## src/rtl/cpu_axi_pkg.sv

```systemverilog
// Shared constants for the CPU-to-AXI3 bridge: FSM encoding, fixed AXI fields
// and the strobe-to-size helper.
package cpu_axi_pkg;

  typedef logic [2:0] state_t;

  localparam state_t S_IDLE   = 3'd0;
  localparam state_t S_D_RD_A = 3'd1;
  localparam state_t S_D_RD_D = 3'd2;
  localparam state_t S_D_WR   = 3'd3;
  localparam state_t S_D_B    = 3'd4;
  localparam state_t S_I_RD_A = 3'd5;
  localparam state_t S_I_RD_D = 3'd6;
  localparam state_t S_DONE   = 3'd7;

  localparam logic [1:0] BURST_INCR = 2'b01;
  localparam logic [2:0] SIZE_WORD  = 3'd2;
  localparam logic [3:0] ID_INST    = 4'd0;
  localparam logic [3:0] ID_DATA    = 4'd1;

  // kseg0/kseg1 window: va[31:30] == 2'b10
  localparam logic [1:0] KSEG01_HI = 2'b10;

  function automatic logic [2:0] size_from_strb(input logic [3:0] strb);
    case (strb)
      4'b1111:         return 3'd2;
      4'b0011, 4'b1100: return 3'd1;
      default:         return 3'd0;
    endcase
  endfunction

endpackage

```

## src/rtl/addr_map.sv

```systemverilog
// Fixed virtual-to-physical translation: kseg0/kseg1 fold onto the low 512 MB,
// everything else passes through.
module addr_map
  import cpu_axi_pkg::*;
(
  input  logic [31:0] va,
  output logic [31:0] pa
);

  assign pa = (va[31:30] == KSEG01_HI) ? {3'b000, va[28:0]} : va;

endmodule

```

## src/rtl/cpu_axi_bridge.sv

```systemverilog
// Bridges the core's inst/data SRAM ports onto one AXI3 master, one
// transaction outstanding, data port served before instruction port.
//
// state    | meaning
// IDLE     | waiting for a request
// D_RD_A   | data read address phase
// D_RD_D   | data read data phase
// D_WR     | data write address + data phases, each retiring on its own
// D_B      | waiting for the write response
// I_RD_A   | instruction read address phase
// I_RD_D   | instruction read data phase
// DONE     | one-cycle stall release so the core can advance
module cpu_axi_bridge
  import cpu_axi_pkg::*;
(
  input  logic        clk,
  input  logic        resetn,
  input  logic        inst_en,
  input  logic [31:0] inst_addr,
  output logic [31:0] inst_rdata,
  input  logic        data_en,
  input  logic [3:0]  data_wen,
  input  logic [31:0] data_addr,
  input  logic [31:0] data_wdata,
  output logic [31:0] data_rdata,
  output logic        stall,
  output logic [3:0]  arid,
  output logic [31:0] araddr,
  output logic [3:0]  arlen,
  output logic [2:0]  arsize,
  output logic [1:0]  arburst,
  output logic [1:0]  arlock,
  output logic [3:0]  arcache,
  output logic [2:0]  arprot,
  output logic        arvalid,
  input  logic        arready,
  input  logic [3:0]  rid,
  input  logic [31:0] rdata,
  input  logic [1:0]  rresp,
  input  logic        rlast,
  input  logic        rvalid,
  output logic        rready,
  output logic [3:0]  awid,
  output logic [31:0] awaddr,
  output logic [3:0]  awlen,
  output logic [2:0]  awsize,
  output logic [1:0]  awburst,
  output logic [1:0]  awlock,
  output logic [3:0]  awcache,
  output logic [2:0]  awprot,
  output logic        awvalid,
  input  logic        awready,
  output logic [3:0]  wid,
  output logic [31:0] wdata,
  output logic [3:0]  wstrb,
  output logic        wlast,
  output logic        wvalid,
  input  logic        wready,
  input  logic [3:0]  bid,
  input  logic [1:0]  bresp,
  input  logic        bvalid,
  output logic        bready
);

  state_t      state, state_nxt;
  logic        aw_done, w_done;
  logic [31:0] inst_pa, data_pa;

  // Single outstanding transaction, so IDs and responses carry no information.
  logic unused_ok;
  assign unused_ok = ^{rid, rresp, rlast, bid, bresp};

  addr_map u_map_inst (.va(inst_addr), .pa(inst_pa));
  addr_map u_map_data (.va(data_addr), .pa(data_pa));

  assign arlen   = 4'd0;
  assign arsize  = SIZE_WORD;
  assign arburst = BURST_INCR;
  assign arlock  = 2'b00;
  assign arcache = 4'd0;
  assign arprot  = 3'd0;
  assign awid    = ID_DATA;
  assign awlen   = 4'd0;
  assign awburst = BURST_INCR;
  assign awlock  = 2'b00;
  assign awcache = 4'd0;
  assign awprot  = 3'd0;
  assign wid     = ID_DATA;
  assign wlast   = 1'b1;

  always_ff @(posedge clk or negedge resetn) begin
    if (!resetn) state <= S_IDLE;
    else         state <= state_nxt;
  end

  always_comb begin
    state_nxt = state;
    case (state)
      S_IDLE: begin
        if (data_en)      state_nxt = (data_wen != 4'd0) ? S_D_WR : S_D_RD_A;
        else if (inst_en) state_nxt = S_I_RD_A;
      end
      S_D_RD_A: if (arready) state_nxt = S_D_RD_D;
      S_D_RD_D: if (rvalid)  state_nxt = inst_en ? S_I_RD_A : S_DONE;
      S_D_WR:   if ((aw_done || awready) && (w_done || wready)) state_nxt = S_D_B;
      S_D_B:    if (bvalid)  state_nxt = inst_en ? S_I_RD_A : S_DONE;
      S_I_RD_A: if (arready) state_nxt = S_I_RD_D;
      S_I_RD_D: if (rvalid)  state_nxt = S_DONE;
      default:  state_nxt = S_IDLE;
    endcase
  end

  always_comb begin
    arvalid = (state == S_D_RD_A) || (state == S_I_RD_A);
    rready  = (state == S_D_RD_D) || (state == S_I_RD_D);
    awvalid = (state == S_D_WR) && !aw_done;
    wvalid  = (state == S_D_WR) && !w_done;
    bready  = (state == S_D_B);
    stall   = (inst_en || data_en) && (state != S_DONE);
  end

  // Channel payloads are latched on state entry so they stay stable under valid.
  always_ff @(posedge clk or negedge resetn) begin
    if (!resetn) begin
      aw_done    <= 1'b0;
      w_done     <= 1'b0;
      arid       <= ID_INST;
      araddr     <= 32'd0;
      awaddr     <= 32'd0;
      awsize     <= 3'd0;
      wdata      <= 32'd0;
      wstrb      <= 4'd0;
      inst_rdata <= 32'd0;
      data_rdata <= 32'd0;
    end else begin
      aw_done <= (state == S_D_WR) && (state_nxt == S_D_WR) && (aw_done || awready);
      w_done  <= (state == S_D_WR) && (state_nxt == S_D_WR) && (w_done || wready);
      if (state_nxt == S_D_RD_A && state != S_D_RD_A) begin
        arid   <= ID_DATA;
        araddr <= data_pa;
      end
      if (state_nxt == S_I_RD_A && state != S_I_RD_A) begin
        arid   <= ID_INST;
        araddr <= inst_pa;
      end
      if (state_nxt == S_D_WR && state != S_D_WR) begin
        awaddr <= data_pa;
        awsize <= size_from_strb(data_wen);
        wdata  <= data_wdata;
        wstrb  <= data_wen;
      end
      if (state == S_D_RD_D && rvalid) data_rdata <= rdata;
      if (state == S_I_RD_D && rvalid) inst_rdata <= rdata;
    end
  end

endmodule

```

## config.mk

```make
export PLATFORM = sky130hd
export DESIGN_NAME = cpu_axi_bridge
export DESIGN_NICKNAME = d
export VERILOG_FILES = /design/src/rtl/cpu_axi_pkg.sv /design/src/rtl/addr_map.sv /design/src/rtl/cpu_axi_bridge.sv
export SDC_FILE = /design/constraint.sdc
export NUM_CORES = 1
export LEC_CHECK = 0
export CORE_ASPECT_RATIO = 0.5
export CORE_MARGIN = 2
export CORE_UTILIZATION = 45
export DETAILED_ROUTE_END_ITERATION = 10
export PLACE_DENSITY = 0.86
export SLEW_MARGIN = 20
export SYNTH_ARGS = -nofsm -noshare
export SYNTH_HDL_FRONTEND = slang
export SYNTH_HIERARCHICAL = 1
export SYNTH_SLANG_ARGS = --single-unit
```

## constraint.sdc

```tcl
create_clock -name clk -period 4.77 [get_ports clk]
set_input_delay 0.954 -clock clk [delete_from_list [all_inputs] [get_ports clk]]
set_output_delay 0.954 -clock clk [all_outputs]
set_load 0.01 [all_outputs]
```

# Word-level counts from Yosys, hierarchy flattened
# Cells that the tools add are included.
word_totals:
  reg_bits: 176
  input_bits: 154
  out_inout_bits: 219
  word_cells: 70
op_classes:
  n_eq_ne: 18
  n_mux: 18
  reduce_logical: 23
op_table:
  columns: ["operator", "n"]
  rows:
  - ["$mux 32", 4]
  - ["$mux 3", 8]
  - ["$pmux 3 s7", 1]
  - ["$eq 3x3->1 const B", 4]
  - ["$logic_and 1x1->1", 12]
  - ["$eq 3x2->1 const B", 3]
  - ["$eq 4x4->1 const B", 2]
  - ["$mux 4", 2]
  - ["$eq 3x1->1 const B", 2]
  - ["$ne 3x3->1 const B", 2]
  - ["$logic_or 1x1->1", 5]
  - ["$eq 2x2->1 const B", 2]
  - ["$eq 4x2->1 const B", 1]
  - ["$mux 2", 2]
  - ["$pmux 2 s2", 1]
  - ["$reduce_bool 4->1", 1]
  - ["$logic_not 3->1", 1]
  - ["$ne 3x1->1 const B", 1]
  - ["$ne 3x2->1 const B", 1]
  - ["$logic_not 1->1", 2]
  - ["$reduce_bool 2->1", 1]
  - ["$reduce_or 2->1", 1]

# Depth between registers and ports, before layout
# Gate-level depths: netlist (run 1).
logic_depth:
  ltp_word: 8
  depth_mapped: 8
  ltp_nobuf: 5

# By module
# Netlist (run 1), hierarchy kept.
by_module_without_submodules:
  columns: ["mod", "instances", "cells_per_inst", "area_per_inst_um2", "seq_area_each_um2"]
  rows:
  - ["cpu_axi_bridge", 1, 579, 7739.9, 4304.1]
  - ["addr_map", 2, 33, 244.0, 0.0]

# Worst setup path before layout (run 1)
# Ideal clock, no wire load.
synth_timing:
  path_type: "input to register"
  startpoint: "input port data_wen[0]"
  endpoint: "register araddr[10]"
  setup_time_ps: 121
  t_arrival_ps: 2381
  required_ps: 4649
  setup_slack_ps: 2268
  stages: 7
  path_buffers: 2
  path_cell_list: "nor4_4 -> or2_4 -> o2111ai_4 -> or3b_1 -> buf_6 -> buf_8 -> a22o_1"
synth_via:
  elab_chain_cells: 7
  word_cells_on_any_way: 10
  classes_between: "eq/ne: 2; mux: 4; reduce/logical: 4"
synth_rtl:
  columns: ["element", "line_no", "source"]
  rows:
  - ["start: declaration", "cpu_axi_bridge.sv:22", "input logic [3:0] data_wen,"]
  - ["$reduce_bool 4->1 (*)", "cpu_axi_bridge.sv:100", "if (data_en) state_nxt = (data_wen != 4'd0) ? S_D_WR : S_D_RD_A;"]
  - ["$mux 2 (*)", "cpu_axi_bridge.sv:100", null]
  - ["$mux 3 (*)", "cpu_axi_bridge.sv:100", null]
  - ["$pmux 3 s7 (*)", "cpu_axi_bridge.sv:98", "case (state)"]
  - ["net state_nxt[1]", "cpu_axi_bridge.sv:65", "state_t state, state_nxt;"]
  - ["$eq 3x3->1 / $eq 3x1->1 (equally long branches)", "cpu_axi_bridge.sv:142, cpu_axi_bridge.sv:138", null]
  - ["$logic_and 1x1->1 (on tied branches)", "cpu_axi_bridge.sv:142, cpu_axi_bridge.sv:138", null]
  - ["$mux 32 / $reduce_bool 2->1 (equally long branches)", null, null]
  - ["end signal: assignment", "cpu_axi_bridge.sv:140", "araddr <= data_pa;"]
  - ["end signal: assignment", "cpu_axi_bridge.sv:144", "araddr <= inst_pa;"]
  - ["end: declaration", "cpu_axi_bridge.sv:28", "output logic [31:0] araddr,"]
# The timed path passes the listed nets; every way through them passes the cells marked *.
# A chain may end at the register's enable or synchronous reset.

# Worst setup path after layout (run 1)
layout_timing:
  startpoint: "register state[1]"
  endpoint: "output port bready"
layout_via:
  elab_chain_cells: 1
layout_rtl:
  columns: ["element", "line_no", "source"]
  rows:
  - ["start: declaration", "cpu_axi_bridge.sv:65", null]
  - ["start signal: assignment", "cpu_axi_bridge.sv:93", "else state <= state_nxt;"]
  - ["$eq 3x3->1", "cpu_axi_bridge.sv:118", "bready = (state == S_D_B);"]
  - ["end: declaration", "cpu_axi_bridge.sv:62", "output logic bready"]
# No other way between the ends.

==> key figures, run 1 <==
Run status
  – Status: finished clean

Critical path
  – Crit path DAT: 2.71 ns
  – Critical path, cell by cell: inv_1 -> nand2_1 -> nor2_1 -> clkdlybuf4s50_1
  – Element type at the critical path end: primary output
  – CP peak stage delay: 0.86 ns
  – CP delay by family, top: buffers and inverters
  – Worst path slowest cell: inv_1
  – Kind of critical path: reg -> out
  – Worst-path maximum fanout: 35
  – Crit start category: flip-flop
  – Buffer and inverter count on the worst path: 2
  – Required @ worst endpoint: 3.82 ns

GRT
  – Grt ovf: 0
  – Vias in the first global route: 6125
  – Largest net degree at the start of global routing: 102
  – Global-route wire length before repair: 33700 µm
  – Initial antenna violation count: 0
  – Tot GR Track Use: 0.220

CTS
  – CTS resizes: 0
  – Root buf cell: clkbuf_16
  – Clk buf depth: 2
  – Hold buffers post-CTS: 0
  – Clock latency on the worst-skew pair: 0.42 ns
  – CTS clock-pin slew for the worst setup and hold paths: 0.07 ns
  – H-tree levels: 4
  – Post-CTS Setup Inserts: 0
  – CTS Buf Count: 17
  – CTS tree: done
  – Clock Sinks: 172

Synthesis
  – Simple-gate share of the synthesized area: 0.0306
  – Post-Synth XOR/XNOR Area: 0
  – Compound-Gate Fraction of Synth Area: 0.135
  – Post-synth EDFFs: 0
  – Sequential area share after synthesis: 0.523
  – Syn avg cell area: 12.8 µm²
  – Fraction of registers with async set/reset: 1.00
  – Synth Register Bits: 172
  – Mux contribution to synthesized area: 0.181
  – Synth Instances: 645
  – Synth Flop Type: dfrtp_1
  – Largest family of logic cells by synthesized area: multiplexers
  – Netlist cell types: 45
  – Adder-cell share of the synthesized area: 0
  – Yosys warns: 6
  – Netlist Area Pre-Place: 8230 µm²

Worst hold path
  – Worst Hold Class: reg -> reg

Timing
  – PnR worst setup slack: 1.10 ns
  – Layout Skew: 0.0158 ns
  – Tcrit/Tclk final: 0.769
  – Final hold violation count: 0
  – Min Clock Period, post-route: 3.67 ns
  – Slew @ Worst Pin: 1.07 ns
  – Setup violations, final: 0
  – Max-slew violations: 0
  – RSZ-0062 raised after global routing: false
  – Max Freq: 273 MHz
  – Fin Setup TNS: 0 ns
  – Slew headroom: 0.285

Die
  – I/O pin total: 373
  – Die height: 99.6 µm
  – Die Area: 19400 µm²
  – Initial core utilization: 0.466
  – Die Wd: 195 µm
  – Core area: 17700 µm²
  – # rows: 34

Place
  – DP HPWL: 15300 µm
  – DP Cell Count: 1098
  – Placer congestion estimate: 0.781
  – Dpl ws: 0.695 ns
  – # port buffers: 313

Job
  – Max cap viols: 0

Cells and area
  – Fillers: 1340
  – Nets: 1037
  – Layout Cells excl Fill: 1130
  – Diode count: 0
  – Layout cell share with drive strength beyond 1: 0.210
  – Commonest non-fill, non-tap cell in the layout: clkdlybuf4s50_1
  – Fin util: 0.648
  – Area Overhead vs Synth: 39.1%
  – Sequential standard cell area: 4300 µm²
  – Area occupied by multi-input gates: 3030 µm²
  – Most frequent cells in the layout: clkdlybuf4s50_1, dfrtp_1, mux2_2, a22oi_1, conb_1

Detailed routing
  – Post-Route WL: 21500 µm
  – DR iter-0 viols: 319
  – DRC: 0
  – Drt via density: 5.31
  – DR vias: 6003
  – DRT Pass-1 Iters: 7
  – Routed WL per cell: 19.1 µm
  – Post-DRT Antenna Nets: 0

Power and ir drop
  – Static Leak: 4.81 nW
  – Power per cell area: 666 nW/µm²
  – VDD IR-drop max: 0.342 mV
==> area by class of cell <==
type                       count  area share
timing repair buffer         322       0.281
clock buffer                  18      0.0384
clock inverter                14      0.0133
sequential                   172       0.376
inverter                       3    0.000984
tap                          234      0.0256
multi-input combinational    367       0.265
==> cells in the mapped netlist (2+ instances only) <==
library cell    n  area (µm²)
nand3b_1        2        15.0
dfrtp_1       172        4300
or3b_1          2        17.5
o21ai_0        25         125
and3b_1         2        17.5
and2_2          2        15.0
nand3_1         2        10.0
mux2_2        132        1490
a21oi_1         4        20.0
o21ai_1         8        40.0
clkbuf_1       19        71.3
nand2_1         6        22.5
inv_1           3        11.3
buf_4         108         811
buf_2           7        35.0
nor2_1         12        45.0
a22oi_1        64         480
o31ai_1         2        15.0
nor2b_1         4        25.0
conb_1          2        7.51
buf_6           8        90.1
a22o_1         32         280
a21boi_2        2        22.5
buf_1           2        7.51
buf_8           3        45.0
==> layer usage <==
| metal | global-route usage | up-vias | routed length, µm |
|---|---|---|---|
| met1 | 0.257 | 3019 | 8330 |
| met3 | 0.0475 | 47 | 1100 |
| met2 | 0.401 | 262 | 11400 |
| met5 | 0 | - | 0 |
| met4 | 0.0875 | 0 | 714 |
| li1 | - | 2675 | - |
==> logic make-up (layout without fill, tap and decap cells) <==
family / after synthesis / after routing
AOI/OAI and AO/OA: 149 / 149
and+or+nand+nor: 40 / 40
muxes: 132 / 132
other: 2 / 46
buffers and inverters: 150 / 357
DFF: 172 / 172
==> power breakdown <==
part / switching (mW) / total (mW) / internal, mW
Sequential: 0.411 / 2.58 / 2.17
Clock: 0.661 / 1.38 / 0.715
Combinational: 1.55 / 3.67 / 2.12
==> metrics by stage <==
stage          hold slack, ns  total power [mW]  instance area (µm²)
2_1_floorplan           0.495              4.46                 8390
3_5_place_dp            0.481              6.29                10900
4_1_cts                 0.502              7.69                11400
6_report                0.496              7.63                11400
5_1_grt                 0.515              8.04                11400
3_3_place_gp            0.478              6.14                10900
==> final timing paths <==
path,start,endpoint,cells after the start,slack [ns]
setup / recovery,state[1],bready,4,1.10
hold / removal,arid[0],arid[0],1,0.50
setup reg to reg,state[1],araddr[5],5,1.67
hold reg to reg,arid[0],arid[0],1,0.50
max in group asynchronous,resetn,data_rdata[21],2,3.24
min in group asynchronous,resetn,awaddr[7],1,0.62
==> flip-flops by register name (all words and copies together) (netlist names) <==
| register | cells |
|---|---|
| araddr | 32 |
| awaddr | 32 |
| data_rdata | 32 |
| inst_rdata | 32 |
| wdata | 32 |
| wstrb | 4 |
| state | 3 |
| awsize | 2 |
| arid | 1 |
| aw_done | 1 |
| w_done | 1 |
Power figures use the tool's default switching activity.
==> run 2: changes to the inputs <==
- CORE_UTILIZATION: 45 -> 42
- PLACE_DENSITY: 0.86 -> 0.81
- clock period: 4.77 -> 3.7 ns (I/O delays scaled with it)
==> run 2 against run 1 <==
  * Die area rose by 6.9%
  * Core utilization fell by 5.0 points
  * Total power rose by 31%
  * Highest routed layer unchanged
==> key figures, run 2 (synthesis gave the netlist of run 1 again) <==
Detailed routing
  – DRC: 0
  – DR iter-0 viols: 241
  – Post-Route WL: 22100 µm
  – Routed WL per cell: 18.9 µm
  – Drt via density: 5.05
  – Post-DRT Antenna Nets: 0
  – DRT Pass-1 Iters: 5
  – DR vias: 5893

Die
  – Die height: 103 µm
  – # rows: 36
  – Initial core utilization: 0.426
  – Die Area: 20800 µm²
  – Core area: 19300 µm²
  – I/O pin total: 373
  – Die Wd: 202 µm

CTS
  – Clock Sinks: 172
  – CTS tree: done
  – Root buf cell: clkbuf_16
  – Hold buffers post-CTS: 0
  – H-tree levels: 4
  – Post-CTS Setup Inserts: 0
  – Clock latency on the worst-skew pair: 0.44 ns
  – CTS Buf Count: 17
  – CTS resizes: 0
  – Clk buf depth: 2
  – CTS clock-pin slew for the worst setup and hold paths: 0.07 ns

Critical path
  – Worst-path maximum fanout: 4
  – Element type at the critical path end: primary output
  – Kind of critical path: in -> out
  – Reg2reg path depth: 6
  – Setup slack, reg-to-reg: 1.26 ns
  – Crit start category: input port
  – RR Startpoint: state[1]
  – Crit path from: inst_en
  – Required @ worst endpoint: 2.96 ns
  – Worst R2R End: araddr[5]
  – Critical path endpoint: stall
  – Crit path DAT: 2.09 ns

Timing
  – Final hold violation count: 0
  – Max Freq: 353 MHz
  – RSZ-0062 raised after global routing: false
  – Max-slew violations: 0
  – Tcrit/Tclk final: 0.766
  – Slew @ Worst Pin: 0.898 ns
  – Setup violations, final: 0
  – Layout Skew: 0.00933 ns
  – Fin Setup TNS: 0 ns
  – Slew headroom: 0.400
  – Min Clock Period, post-route: 2.83 ns

GRT
  – Global-route wire length before repair: 33000 µm
  – Grt ovf: 0
  – Vias in the first global route: 6009
  – Largest net degree at the start of global routing: 88
  – Tot GR Track Use: 0.207
  – Initial antenna violation count: 0

Cells and area
  – Most frequent cells in the layout: clkdlybuf4s50_1, dfrtp_1, mux2_2, a22oi_1, conb_1
  – Fillers: 1562
  – Area Overhead vs Synth: 40.5%
  – Layout cell share with drive strength beyond 1: 0.212
  – Commonest non-fill, non-tap cell in the layout: clkdlybuf4s50_1
  – Diode count: 0
  – Nets: 1042

Power and ir drop
  – Power per cell area: 866 nW/µm²
  – Static Leak: 4.84 nW
  – Total power: 10.0 mW
  – VDD IR-drop max: 0.498 mV

Worst hold path
  – Worst Hold Class: in -> async

Place
  – Placer congestion estimate: 0.763
  – # port buffers: 313
  – DP HPWL: 15900 µm

Run status
  – Status: finished clean

Job
  – Max cap viols: 0
run 2: how the worst min path moves through the flow:
stage / cells past startpoint / startpoint / slack [ns] / endpoint
floorplan: 0 / resetn / 0.44 / araddr[0]
global placement: 1 / awsize[1] / 0.48 / awsize[1]
detailed placement: 1 / araddr[30] / 0.49 / araddr[30]
CTS: 1 / resetn / 0.40 / awaddr[15]
global route: 1 / resetn / 0.43 / awaddr[19]
finish: 1 / resetn / 0.36 / awaddr[12]
run 2: cell type report:
cell class	count	area (µm²)	share of cell area
sequential	172	4300	0.372
clock buffer	21	460	0.0398
clock inverter	11	156	0.0135
multi-input combinational	367	3040	0.263
tap	266	333	0.0288
inverter	3	11.3	0.000974
timing repair buffer	327	3250	0.281
run 2: critical path, cell delays in order:
cell and delay [ns]:
clkdlybuf4s50_1 0.52, nor2_1 0.09, a31oi_1 0.15, clkdlybuf4s50_1 0.59
run 2: metrics by stage:
step                hold WS (ns)  cell area (µm²)  setup slack, ns  instances  utilization
floorplan                  0.444             8390             1.41        689            -
finish                     0.360            11600            0.868       1167        0.598
detailed placement         0.488            10900            0.612       1135        0.566
global route               0.426            11600            0.797       1167        0.598
CTS                        0.400            11600            0.871       1167        0.598
global placement           0.478            10900            0.665       1135        0.566
run 2: layer usage:
metal | wire, µm | track usage | vias up
met5 | 0 | 0 | -
met4 | 668 | 0.0995 | 0
met3 | 913 | 0.0452 | 47
met2 | 11600 | 0.369 | 194
met1 | 8910 | 0.243 | 2977
li1 | - | - | 2675
run 2: power breakdown:
group	internal [mW]	switching [mW]
Sequential	2.80	0.531
Clock	1.11	0.782
Combinational	2.77	2.02
==> run 3: changes to the inputs <==
- CORE_UTILIZATION: 42 -> 38
- PLACE_DENSITY: 0.81 -> 0.77
- clock period: 3.7 -> 2.4 ns (I/O delays scaled with it)
==> run 3 against run 2 <==
  * Sequential power is 53% higher
  * Via count up 1.9%
  * Core utilization down 2.7 points
  * Total power grew 58%
  * Count of clock-buffer cells in the layout fell by 3
  * Final area up 3.1%
  * Final cell count up 4.4%
  * Critical path type is now reg -> out
  * Largest power group unchanged
==> key figures, run 3 (synthesis gave the netlist of run 1 again) <==
Detailed routing
  – DR vias: 6004
  – Post-Route WL: 22500 µm
  – DRT Pass-1 Iters: 9
  – DRC: 0
  – DR iter-0 viols: 442
  – Post-DRT Antenna Nets: 0
  – Drt via density: 4.93
  – Routed WL per cell: 18.5 µm

Cells and area
  – Diode count: 0
  – Most frequent cells in the layout: clkdlybuf4s50_1, dfrtp_1, mux2_2, a22oi_1, conb_1
  – Commonest non-fill, non-tap cell in the layout: clkdlybuf4s50_1
  – Layout Cells excl Fill: 1218
  – Fin area: 11900 µm²
  – Nets: 1067
  – Layout cell share with drive strength beyond 1: 0.238
  – Area Overhead vs Synth: 44.9%
  – Fin util: 0.571

Place
  – Placer congestion estimate: 0.817
  – Dpl ws: -0.314 ns
  – DP HPWL: 16600 µm
  – # port buffers: 313
  – DP Cell Count: 1182
  – Placement Cell Area: 11200 µm²

CTS
  – Clock latency on the worst-skew pair: 0.44 ns
  – Clock Sinks: 172
  – H-tree levels: 4
  – CTS tree: done
  – Root buf cell: clkbuf_16
  – CTS Buf Count: 17
  – Clk buf depth: 2
  – CTS clock-pin slew for the worst setup and hold paths: 0.07 ns

Timing
  – Hold_ws: 0.500 ns
  – Setup violations, final: 0
  – Final hold violation count: 0
  – RSZ-0062 raised after global routing: false
  – Min Clock Period, post-route: 2.33 ns
  – Layout Skew: 0.00960 ns
  – Tcrit/Tclk final: 0.971
  – Max-slew violations: 0
  – Slew headroom: 0.639
  – PnR worst setup slack: 0.0688 ns
  – Slew @ Worst Pin: 0.541 ns
  – Fin Setup TNS: 0 ns
  – Max Freq: 429 MHz

Critical path
  – Element type at the critical path end: primary output
  – Crit path DAT: 1.85 ns
  – Kind of critical path: reg -> out
  – RR Startpoint: state[2]
  – Reg2reg path depth: 7
  – Worst-path maximum fanout: 12
  – Crit path from: state[1]
  – Required @ worst endpoint: 1.92 ns
  – Setup slack, reg-to-reg: 0.25 ns
  – Crit start category: flip-flop

GRT
  – Initial antenna violation count: 0
  – Global-route wire length before repair: 34200 µm
  – Tot GR Track Use: 0.196
  – Vias in the first global route: 6097
  – Largest net degree at the start of global routing: 39
  – Grt ovf: 0

Die
  – Die Wd: 212 µm
  – # rows: 37
  – Initial core utilization: 0.394
  – Die Area: 22900 µm²
  – Die height: 108 µm
  – I/O pin total: 373
  – Core area: 20900 µm²

Job
  – Max cap viols: 0

Worst hold path
  – Hold depth: 1
  – Worst Hold Class: reg -> reg
  – HP Start: awsize[1]

Power and ir drop
  – Total power: 15.8 mW
  – VDD IR-drop max: 0.688 mV
  – Static Leak: 5.06 nW
  – Power per cell area: 1330 nW/µm²

Run status
  – Status: finished clean
==> run 3: cell types whose count changed in the layout (fill, tap and decap cells not counted), moves of 2 or more <==
| cell | change |
|---|---|
| dfrtp_2 | +3 |
| buf_12 | +9 |
| dfrtp_1 | -3 |
| clkinvlp_4 | -3 |
| clkdlybuf4s50_1 | -4 |
| clkinv_2 | +2 |
| clkbuf_8 | -2 |
| buf_4 | +15 |
| inv_8 | +3 |
| dlymetal6s2s_1 | +3 |
==> run 3: critical path: stages (launching register included) <==
cell	delay, ns
dfrtp_2	0.49
inv_1	0.12
nand2_1	0.07
nor2_1	0.13
clkdlybuf4s50_1	0.60
==> run 3: path summary, 6_finish.rpt <==
check                                  end
max in group asynchronous       awaddr[28]
worst min-delay path             awsize[1]
worst min register to register   awsize[1]
min in group asynchronous        awaddr[0]
worst max register to register  araddr[28]
worst max-delay path                bready
==> run 3: timing repair <==
item | CTS | global route
resized for setup | 4 | 3
buffers inserted | 0 | 3
hold buffers | 1 | 0
gates cloned | 0 | 0
endpoints found under the hold margin | 32 | 0
setup endpoints to repair | 4 | 4
==> run 3: layer usage <==
| layer | GRT usage | part of all wire | vias up |
|---|---|---|---|
| li1 | - | - | 2720 |
| met1 | 0.222 | 0.39 | 3063 |
| met2 | 0.361 | 0.54 | 182 |
| met3 | 0.0412 | 0.046 | 39 |
| met4 | 0.0890 | 0.025 | 0 |
| met5 | 0 | 0 | - |
==> run 3: where the power goes <==
| part | leakage (nW) | switching, mW | internal (mW) | total (mW) |
|---|---|---|---|---|
| logic | 2.64 | 3.22 | 4.52 | 7.74 |
| registers | 2.10 | 0.765 | 4.32 | 5.09 |
| clock network | 0.315 | 1.24 | 1.77 | 3.02 |
==> run 3: layout make-up <==
type	count	area (µm²)
Clock buffer	18	429
Inverter	3	11.3
Sequential cell	172	4310
Clock inverter	14	208
Timing Repair Buffer	352	3560
Multi-Input combinational cell	367	3040
Fill cell	1714	8960
Tap cell	292	365
